===== src/rtl/alu_wb_stage_pkg.sv =====
`default_nettype none
// ============================================================================
//  Module      : alu_wb_stage_pkg
//  Description : Shared CPU definitions (branch-type encodings) used by the
//                decoder and the write-back stage.
//  Revision    : 1.0 - initial release
// ============================================================================
package alu_wb_stage_pkg;

    typedef enum logic [1:0] {
        BR_NONE = 2'b00,
        BR_Z    = 2'b01,
        BR_N    = 2'b10,
        BR_JUMP = 2'b11
    } br_type_e;

endpackage
`default_nettype wire


===== src/rtl/alu_wb_stage_if.sv =====
`default_nettype none
// ============================================================================
//  Module      : alu_wb_stage_if
//  Description : EX-to-WB bundle, pipeline control and write-back/redirect
//                outputs of the write-back stage.
//  Revision    : 1.0 - initial release
// ============================================================================
interface alu_wb_stage_if #(
    parameter int DATA_W = 32,
    parameter int RA_W   = 6
);
    import alu_wb_stage_pkg::*;

    logic              ex_valid;
    logic [DATA_W-1:0] ex_alu_out;
    logic              ex_zero;
    logic              ex_neg;
    logic [DATA_W-1:0] ex_mem_rdata;
    logic              ex_mem_to_reg;
    logic              ex_reg_write;
    logic [RA_W-1:0]   ex_rd;
    logic              ex_flag_upd;
    br_type_e          ex_br_type;
    logic [DATA_W-1:0] ex_br_target;
    logic              stall;
    logic              flush;

    logic              wb_valid;
    logic              wb_reg_write;
    logic [RA_W-1:0]   wb_rd;
    logic [DATA_W-1:0] wb_data;
    logic              flag_z;
    logic              flag_n;
    logic              br_taken;
    logic [DATA_W-1:0] br_target;

    modport master (
        output ex_valid, ex_alu_out, ex_zero, ex_neg, ex_mem_rdata,
               ex_mem_to_reg, ex_reg_write, ex_rd, ex_flag_upd,
               ex_br_type, ex_br_target, stall, flush,
        input  wb_valid, wb_reg_write, wb_rd, wb_data,
               flag_z, flag_n, br_taken, br_target
    );

    modport slave (
        input  ex_valid, ex_alu_out, ex_zero, ex_neg, ex_mem_rdata,
               ex_mem_to_reg, ex_reg_write, ex_rd, ex_flag_upd,
               ex_br_type, ex_br_target, stall, flush,
        output wb_valid, wb_reg_write, wb_rd, wb_data,
               flag_z, flag_n, br_taken, br_target
    );

endinterface
`default_nettype wire


===== src/rtl/alu_wb_stage_br_resolve.sv =====
`default_nettype none
// ============================================================================
//  Module      : br_resolve
//  Description : Combinational branch decision from branch type and flags.
//  Revision    : 1.0 - initial release
// ============================================================================
module br_resolve
    import alu_wb_stage_pkg::*;
(
    input  br_type_e i_br_type,
    input  logic     i_flag_z,
    input  logic     i_flag_n,
    output logic     o_taken
);

    always_comb begin
        o_taken = 1'b0;
        case (i_br_type)
            BR_NONE: o_taken = 1'b0;
            BR_Z:    o_taken = i_flag_z;
            BR_N:    o_taken = i_flag_n;
            BR_JUMP: o_taken = 1'b1;
        endcase
    end

endmodule
`default_nettype wire


===== src/rtl/alu_wb_stage.sv =====
`default_nettype none
// ============================================================================
//  Module      : alu_wb_stage
//  Description : One-cycle ALU/memory write-back stage with Z/N flag register
//                and registered PC redirect.
//  Revision    : 1.0 - initial release
// ============================================================================
module alu_wb_stage
    import alu_wb_stage_pkg::*;
#(
    parameter int DATA_W = 32,
    parameter int RA_W   = 6
) (
    input  wire            clk,
    input  wire            rst_n,
    alu_wb_stage_if.slave  bus
);

    logic              w_capture;
    logic              w_live;
    logic              w_taken;
    logic [DATA_W-1:0] w_wb_data;

    logic              r_wb_valid;
    logic              r_wb_reg_write;
    logic [RA_W-1:0]   r_wb_rd;
    logic [DATA_W-1:0] r_wb_data;
    logic              r_flag_z;
    logic              r_flag_n;
    logic              r_br_taken;
    logic [DATA_W-1:0] r_br_target;

    // Flush overrides stall so that a bubble is always loaded when killing.
    assign w_capture = ~bus.stall | bus.flush;
    assign w_live    = bus.ex_valid & ~bus.flush;
    assign w_wb_data = bus.ex_mem_to_reg ? bus.ex_mem_rdata : bus.ex_alu_out;

    // Decision reads the held flag register, not this instruction's flags.
    br_resolve u_br_resolve (
        .i_br_type (bus.ex_br_type),
        .i_flag_z  (r_flag_z),
        .i_flag_n  (r_flag_n),
        .o_taken   (w_taken)
    );

    always_ff @(posedge clk or negedge rst_n) begin
        if (!rst_n) begin
            r_wb_valid     <= 1'b0;
            r_wb_reg_write <= 1'b0;
            r_wb_rd        <= '0;
            r_wb_data      <= '0;
            r_flag_z       <= 1'b0;
            r_flag_n       <= 1'b0;
            r_br_taken     <= 1'b0;
            r_br_target    <= '0;
        end else if (w_capture) begin
            r_wb_valid     <= w_live;
            r_wb_reg_write <= w_live & bus.ex_reg_write;
            r_wb_rd        <= bus.ex_rd;
            r_wb_data      <= w_wb_data;
            r_br_taken     <= w_live & w_taken;
            r_br_target    <= bus.ex_br_target;
            if (w_live && bus.ex_flag_upd) begin
                r_flag_z <= bus.ex_zero;
                r_flag_n <= bus.ex_neg;
            end
        end
    end

    assign bus.wb_valid     = r_wb_valid;
    assign bus.wb_reg_write = r_wb_reg_write;
    assign bus.wb_rd        = r_wb_rd;
    assign bus.wb_data      = r_wb_data;
    assign bus.flag_z       = r_flag_z;
    assign bus.flag_n       = r_flag_n;
    assign bus.br_taken     = r_br_taken;
    assign bus.br_target    = r_br_target;

endmodule
`default_nettype wire


===== src/flat_wrapper.sv =====
// flat-port wrapper written by rule: the top's interface ports become plain ports
module alu_wb_stage_flat import alu_wb_stage_pkg::*;
#(
    parameter int DATA_W = 32,
    parameter int RA_W   = 6
)
  (clk, rst_n, bus_ex_valid, bus_ex_alu_out, bus_ex_zero, bus_ex_neg, bus_ex_mem_rdata, bus_ex_mem_to_reg, bus_ex_reg_write, bus_ex_rd, bus_ex_flag_upd, bus_ex_br_type, bus_ex_br_target, bus_stall, bus_flush, bus_wb_valid, bus_wb_reg_write, bus_wb_rd, bus_wb_data, bus_flag_z, bus_flag_n, bus_br_taken, bus_br_target);
  alu_wb_stage_if #(.DATA_W(DATA_W), .RA_W(RA_W)) bus_i ();
  input  wire clk;
  input  wire rst_n;
  input wire logic [$bits(bus_i.ex_valid)-1:0] bus_ex_valid;
  input wire logic [$bits(bus_i.ex_alu_out)-1:0] bus_ex_alu_out;
  input wire logic [$bits(bus_i.ex_zero)-1:0] bus_ex_zero;
  input wire logic [$bits(bus_i.ex_neg)-1:0] bus_ex_neg;
  input wire logic [$bits(bus_i.ex_mem_rdata)-1:0] bus_ex_mem_rdata;
  input wire logic [$bits(bus_i.ex_mem_to_reg)-1:0] bus_ex_mem_to_reg;
  input wire logic [$bits(bus_i.ex_reg_write)-1:0] bus_ex_reg_write;
  input wire logic [$bits(bus_i.ex_rd)-1:0] bus_ex_rd;
  input wire logic [$bits(bus_i.ex_flag_upd)-1:0] bus_ex_flag_upd;
  input wire logic [$bits(bus_i.ex_br_type)-1:0] bus_ex_br_type;
  input wire logic [$bits(bus_i.ex_br_target)-1:0] bus_ex_br_target;
  input wire logic [$bits(bus_i.stall)-1:0] bus_stall;
  input wire logic [$bits(bus_i.flush)-1:0] bus_flush;
  output wire logic [$bits(bus_i.wb_valid)-1:0] bus_wb_valid;
  output wire logic [$bits(bus_i.wb_reg_write)-1:0] bus_wb_reg_write;
  output wire logic [$bits(bus_i.wb_rd)-1:0] bus_wb_rd;
  output wire logic [$bits(bus_i.wb_data)-1:0] bus_wb_data;
  output wire logic [$bits(bus_i.flag_z)-1:0] bus_flag_z;
  output wire logic [$bits(bus_i.flag_n)-1:0] bus_flag_n;
  output wire logic [$bits(bus_i.br_taken)-1:0] bus_br_taken;
  output wire logic [$bits(bus_i.br_target)-1:0] bus_br_target;
  assign bus_i.ex_valid = bus_ex_valid;
  assign bus_i.ex_alu_out = bus_ex_alu_out;
  assign bus_i.ex_zero = bus_ex_zero;
  assign bus_i.ex_neg = bus_ex_neg;
  assign bus_i.ex_mem_rdata = bus_ex_mem_rdata;
  assign bus_i.ex_mem_to_reg = bus_ex_mem_to_reg;
  assign bus_i.ex_reg_write = bus_ex_reg_write;
  assign bus_i.ex_rd = bus_ex_rd;
  assign bus_i.ex_flag_upd = bus_ex_flag_upd;
  assign bus_i.ex_br_type = bus_ex_br_type;
  assign bus_i.ex_br_target = bus_ex_br_target;
  assign bus_i.stall = bus_stall;
  assign bus_i.flush = bus_flush;
  assign bus_wb_valid = bus_i.wb_valid;
  assign bus_wb_reg_write = bus_i.wb_reg_write;
  assign bus_wb_rd = bus_i.wb_rd;
  assign bus_wb_data = bus_i.wb_data;
  assign bus_flag_z = bus_i.flag_z;
  assign bus_flag_n = bus_i.flag_n;
  assign bus_br_taken = bus_i.br_taken;
  assign bus_br_target = bus_i.br_target;
  alu_wb_stage #(.DATA_W(DATA_W), .RA_W(RA_W)) u_core (.clk(clk), .rst_n(rst_n), .bus(bus_i));
endmodule

===== config.mk =====
export PLATFORM = sky130hd
export DESIGN_NAME = alu_wb_stage_flat
export DESIGN_NICKNAME = d
export VERILOG_FILES = /design/src/rtl/alu_wb_stage_pkg.sv /design/src/rtl/alu_wb_stage_if.sv /design/src/rtl/alu_wb_stage_br_resolve.sv /design/src/rtl/alu_wb_stage.sv /design/src/flat_wrapper.sv
export SDC_FILE = /design/constraint.sdc
export NUM_CORES = 1
export LEC_CHECK = 0
export ABC_CLOCK_PERIOD_IN_PS = 2350
export CAP_MARGIN = 10
export CORE_UTILIZATION = 40
export CTS_CLUSTER_SIZE = 25
export DETAILED_ROUTE_END_ITERATION = 12
export GPL_TIMING_DRIVEN = 0
export PLACE_DENSITY_LB_ADDON = 0.05
export SLEW_MARGIN = 10
export SYNTH_ARGS = -nofsm -noshare
export SYNTH_HDL_FRONTEND = slang
export SYNTH_SLANG_ARGS = --single-unit

===== constraint.sdc =====
create_clock -name clk -period 2.35 [get_ports clk]
set_clock_uncertainty 0.2 [all_clocks]
set_input_delay 0.235 -clock clk [delete_from_list [all_inputs] [get_ports clk]]
set_output_delay 0.235 -clock clk [all_outputs]
set_load 0.01 [all_outputs]

; After elaboration in Yosys (flattened, before gate mapping)
; Cells that the tools add are included.
[word_totals]
elab_cells = 22
ff_bits = 75
[op_classes]
eq_ne = 3
n_reduce_logical = 3
muxes = 2
n_bitwise = 6
[ops]
columns = cell, count
row1 = 2-to-1 mux 32 bit, 1
row2 = "equality test 2 bit, second input constant", 2
row3 = one-hot mux 1 bit (4 select lines), 1
row4 = AND 1 bit, 3
row5 = "equality test 2 x 1 -> 1 bit, second input constant", 1
row6 = logical NOT 2 bit, 1
row7 = inverter 1 bit, 2
row8 = AND reduction 2 bit, 1
row9 = logical AND 1 bit, 1
row10 = bitwise OR 1 bit, 1

; Logic depth before layout (Yosys ltp)
[depth]
word_depth = 4
mapped_depth = 4
depth_no_buf = 2

; Hierarchy
; A second synthesis with hierarchy kept.
[unflattened]
cells_unflattened = 204
area_unflattened_um2 = 3584.7
[by_module_without_submodules]
columns = mod, instances, cells_per_inst, area_per_inst_um2
row1 = alu_wb_stage, 1, 201, 3572.2
row2 = br_resolve, 1, 3, 12.5

; Least setup slack after synthesis
; OpenSTA, ideal clock, no wires.
[synth_path]
kind = input port to flip-flop
start = input port bus_ex_mem_to_reg
end = register u_core.r_wb_data[10], in the netlist u_core.bus.wb_data[10]
stages = 4
setup_slack_ns = 0.998
arrival_time_ns = 1.027
required_ns = 2.025
cell_sequence = buf_6 -> buf_6 -> mux2_2 -> mux2_4
[synth_between]
elab_chain_cells = 1
[synth_rtl]
columns = item, line
row1 = start: declaration, flat_wrapper.sv:16  ; input wire logic [$bits(bus_i.ex_mem_to_reg)-1:0] bus_ex_mem_to_reg;
row2 = 2-to-1 mux 32 bit, alu_wb_stage.sv:36  ; assign w_wb_data = bus.ex_mem_to_reg ? bus.ex_mem_rdata : bus.ex_alu_out;
row3 = end signal: assignment, alu_wb_stage.sv:60  ; r_wb_data <= w_wb_data;
row4 = end: declaration, alu_wb_stage.sv:27  ; logic [DATA_W-1:0] r_wb_data;
; Every way passes these cells.
; A chain may end at the register's enable or synchronous reset.

; Worst setup path in the final report
[layout_path]
start = register u_core.r_br_target[4], in the netlist u_core.bus.br_target[4]
end = output port bus_br_target[4]
[layout_rtl]
columns = item, line
row1 = start: declaration, alu_wb_stage.sv:31  ; logic [DATA_W-1:0] r_br_target;
row2 = start signal: assignment, alu_wb_stage.sv:62  ; r_br_target <= bus.ex_br_target;
row3 = end: declaration, flat_wrapper.sv:31  ; output wire logic [$bits(bus_i.br_target)-1:0] bus_br_target;
; No word-level cell between the ends.

==> results.sh <==
export IMPL_maxCapViolations=0
export IMPL_die_area_um2=9338
export IMPL_min_path_type="input pin to register"
export IMPL_syn_instance_count=203
export IMPL_max_freq_mhz=588.9
export IMPL_setup_viol=0
export IMPL_cts_sinks=75
export IMPL_place_area_um2=5607
export IMPL_cts_tree="yes"
export IMPL_clockBufferDepth=2
export IMPL_area_growth_pct=63.53
export IMPL_startpoint="u_core.bus.br_target[4]$_DFFE_PN0P_"
export IMPL_power_mw=3.572
export IMPL_syn_nets=317
export IMPL_grt_pass1_wl_um=13810
export IMPL_grt_pass1_vias=2733
export IMPL_slew_violations=0
export IMPL_ir_drop_mv=0.3721
export IMPL_ys_types=14
export IMPL_drc=0
export IMPL_numPortBuffers=187
export IMPL_criticalPathCategory="register to output pin"
export IMPL_pre_cts_slack_ns=0.4049
export IMPL_wirelength_um=8242
export IMPL_nNetsFinal=517
export IMPL_ys_seq_elements=75
export IMPL_drtPass1Iterations=4
export IMPL_drive_gt1_share_pct=32.35
export IMPL_fillers=658
export IMPL_crit_arrival_ns=1.26
export IMPL_regArea_um2=1877
export IMPL_setup_ws_ns=0.6520
export IMPL_cp_cell_sequence="clkdlybuf4s50_1"
export IMPL_path_delay_family="buffers and inverters"
export IMPL_fp_coreArea_um2=8678
export IMPL_startpoint_type="register"
export IMPL_io_pins=189
export IMPL_avgSynthCellArea_um2=17.65
export IMPL_final_common_cell="clkdlybuf4s50_1"
export IMPL_r2r_start="u_core.bus.flag_z$_DFFE_PN0P_"
export IMPL_cpPeakStageDelay_ns=0.57
export IMPL_start_util_pct=41.28
export IMPL_post_route_period_util_pct=72.26
export IMPL_worstMarginPinSlew_ns=0.4446
export IMPL_hp_start="bus_ex_mem_to_reg"
export IMPL_syn_cell_area_um2=3582
export IMPL_min_period_ns=1.698
export IMPL_final_cell_mix="clkdlybuf4s50_1, dfrtp_1, mux2_4"
export IMPL_multi_input_area_um2=1509
export IMPL_diodes=0
export IMPL_ant_nets=0
export IMPL_cts_resized=0
export IMPL_rsz0062_at_grt="false"
export IMPL_clkTransAtPathRegs_ns=0.07
export IMPL_worst_setup_path_end_kind="output pin"
export IMPL_drtIter0Drc=41
export IMPL_p_per_area_nw_per_um2=609.8
export IMPL_die_w_um=96.64
export IMPL_dieHeight_um=96.64
export IMPL_cp_slowest_cell="clkdlybuf4s50_1"
export IMPL_antenna_found_initial=0
export IMPL_relSlewSlack_pct=70.36
export IMPL_vias=2418
export IMPL_ys_seq_area_share_pct=52.39
export IMPL_routedWlPerCell_um=15.97
export IMPL_status="complete, no violations"
export IMPL_clock_tree_root_cell="clkbuf_8"
export IMPL_clock_latency_ns=0.34
export IMPL_required_ns=1.91
export IMPL_grt_max_degree=43
export IMPL_cts_made_buffers=9
export IMPL_critical_path_max_fanout=2
export IMPL_place_hpwl_um=6188
export IMPL_critPathBufInv=1
export IMPL_cts_htree_levels=3
export IMPL_grtUsageTotal_pct=18.58
export IMPL_gp_congestion=0.7071
export IMPL_yosysWarningCount=0
export IMPL_fin_area_um2=5858
export IMPL_leakage_nw=2.627
export IMPL_vias_per_cell=4.686
export IMPL_rows=34
export IMPL_hold_violations=0
export IMPL_globalRouteOverflowTotal=0
state kept, by name, summed over array words and instances, names as in the netlist:
signal / count
u_core.bus.wb_data: 32
u_core.bus.wb_valid: 1
u_core.bus.br_target: 32
u_core.bus.wb_rd: 6
u_core.bus.flag_z: 1
u_core.bus.flag_n: 1
u_core.bus.wb_reg_write: 1
u_core.bus.br_taken: 1
per-stage QoR:
| stage | setup TNS (ns) | util [%] | instances | hold WS [ns] |
|---|---|---|---|---|
| 3_5_place_dp | 0 | 64.61 | 499 | 0.01932 |
| 4_1_cts | 0 | 67.50 | 516 | 0.1040 |
| 6_report | 0 | 67.50 | 516 | 0.1123 |
| 5_1_grt | 0 | 67.50 | 516 | 0.1051 |
| 3_3_place_gp | -136.69 | 64.40 | 498 | 0.2918 |
| 2_1_floorplan | 0 | - | 203 | -0.2606 |
logic make-up (layout without fill, tap and decap cells):
group | after synthesis | after routing | synth area share, %
muxes | 104 | 104 | 40.03
buffers and inverters | 12 | 217 | 5.484
and+or+nand+nor | 7 | 7 | 1.222
AOI/OAI and AO/OA | 5 | 5 | 0.8732
DFF | 75 | 75 | 52.39
path summary, 6_finish.rpt:
path	end	slack, ns	cells past startpoint
worst min register to register	u_core.bus.wb_data[13]$_DFFE_PN0P_	0.31	1
worst min-delay path	u_core.bus.wb_data[31]$_DFFE_PN0P_	0.11	3
worst max register to register	u_core.bus.br_taken$_DFFE_PN0P_	1.32	2
max in group asynchronous	u_core.bus.br_target[17]$_DFFE_PN0P_	1.18	3
min in group asynchronous	u_core.bus.wb_data[8]$_DFFE_PN0P_	0.19	2
worst max-delay path	bus_br_target[4]	0.65	1
cell usage after synthesis (all sizes together):
library cell | n | area, um^2
dfrtp | 75 | 1877
nand2 | 3 | 11.26
a22oi | 1 | 7.510
nand2b | 2 | 12.51
mux2 | 104 | 1434
a21oi | 2 | 10.01
and4bb | 1 | 12.51
o21ai | 1 | 5.000
buf | 12 | 196.4
a221oi | 1 | 8.760
nand3b | 1 | 7.510
cell type report:
class / instances / area share, %
Timing Repair Buffer: 189 / 32.42
Sequential cell: 75 / 32.04
Multi-Input combinational cell: 116 / 25.76
Buffer: 12 / 3.353
Clock buffer: 11 / 2.414
Tap cell: 108 / 2.307
Clock inverter: 5 / 1.709
where the power goes:
part	internal (mW)	switching, mW
sequential	1.42	0.0701
combinational	0.623	0.273
clock	0.732	0.459
timing repair:
item,in CTS,in global routing
hold buffers,1,0
setup buffers,0,0
endpoints found under the hold margin,33,0
layer usage:
metal	track usage, %	up-vias	share of wire (%)
met5	0	-	0
met2	30.77	103	48
met4	7.233	0	2.2
li1	-	1125	-
met1	22.05	1176	42
met3	6.647	14	8.1
Note: power is estimated with default switching activity, not from simulation.
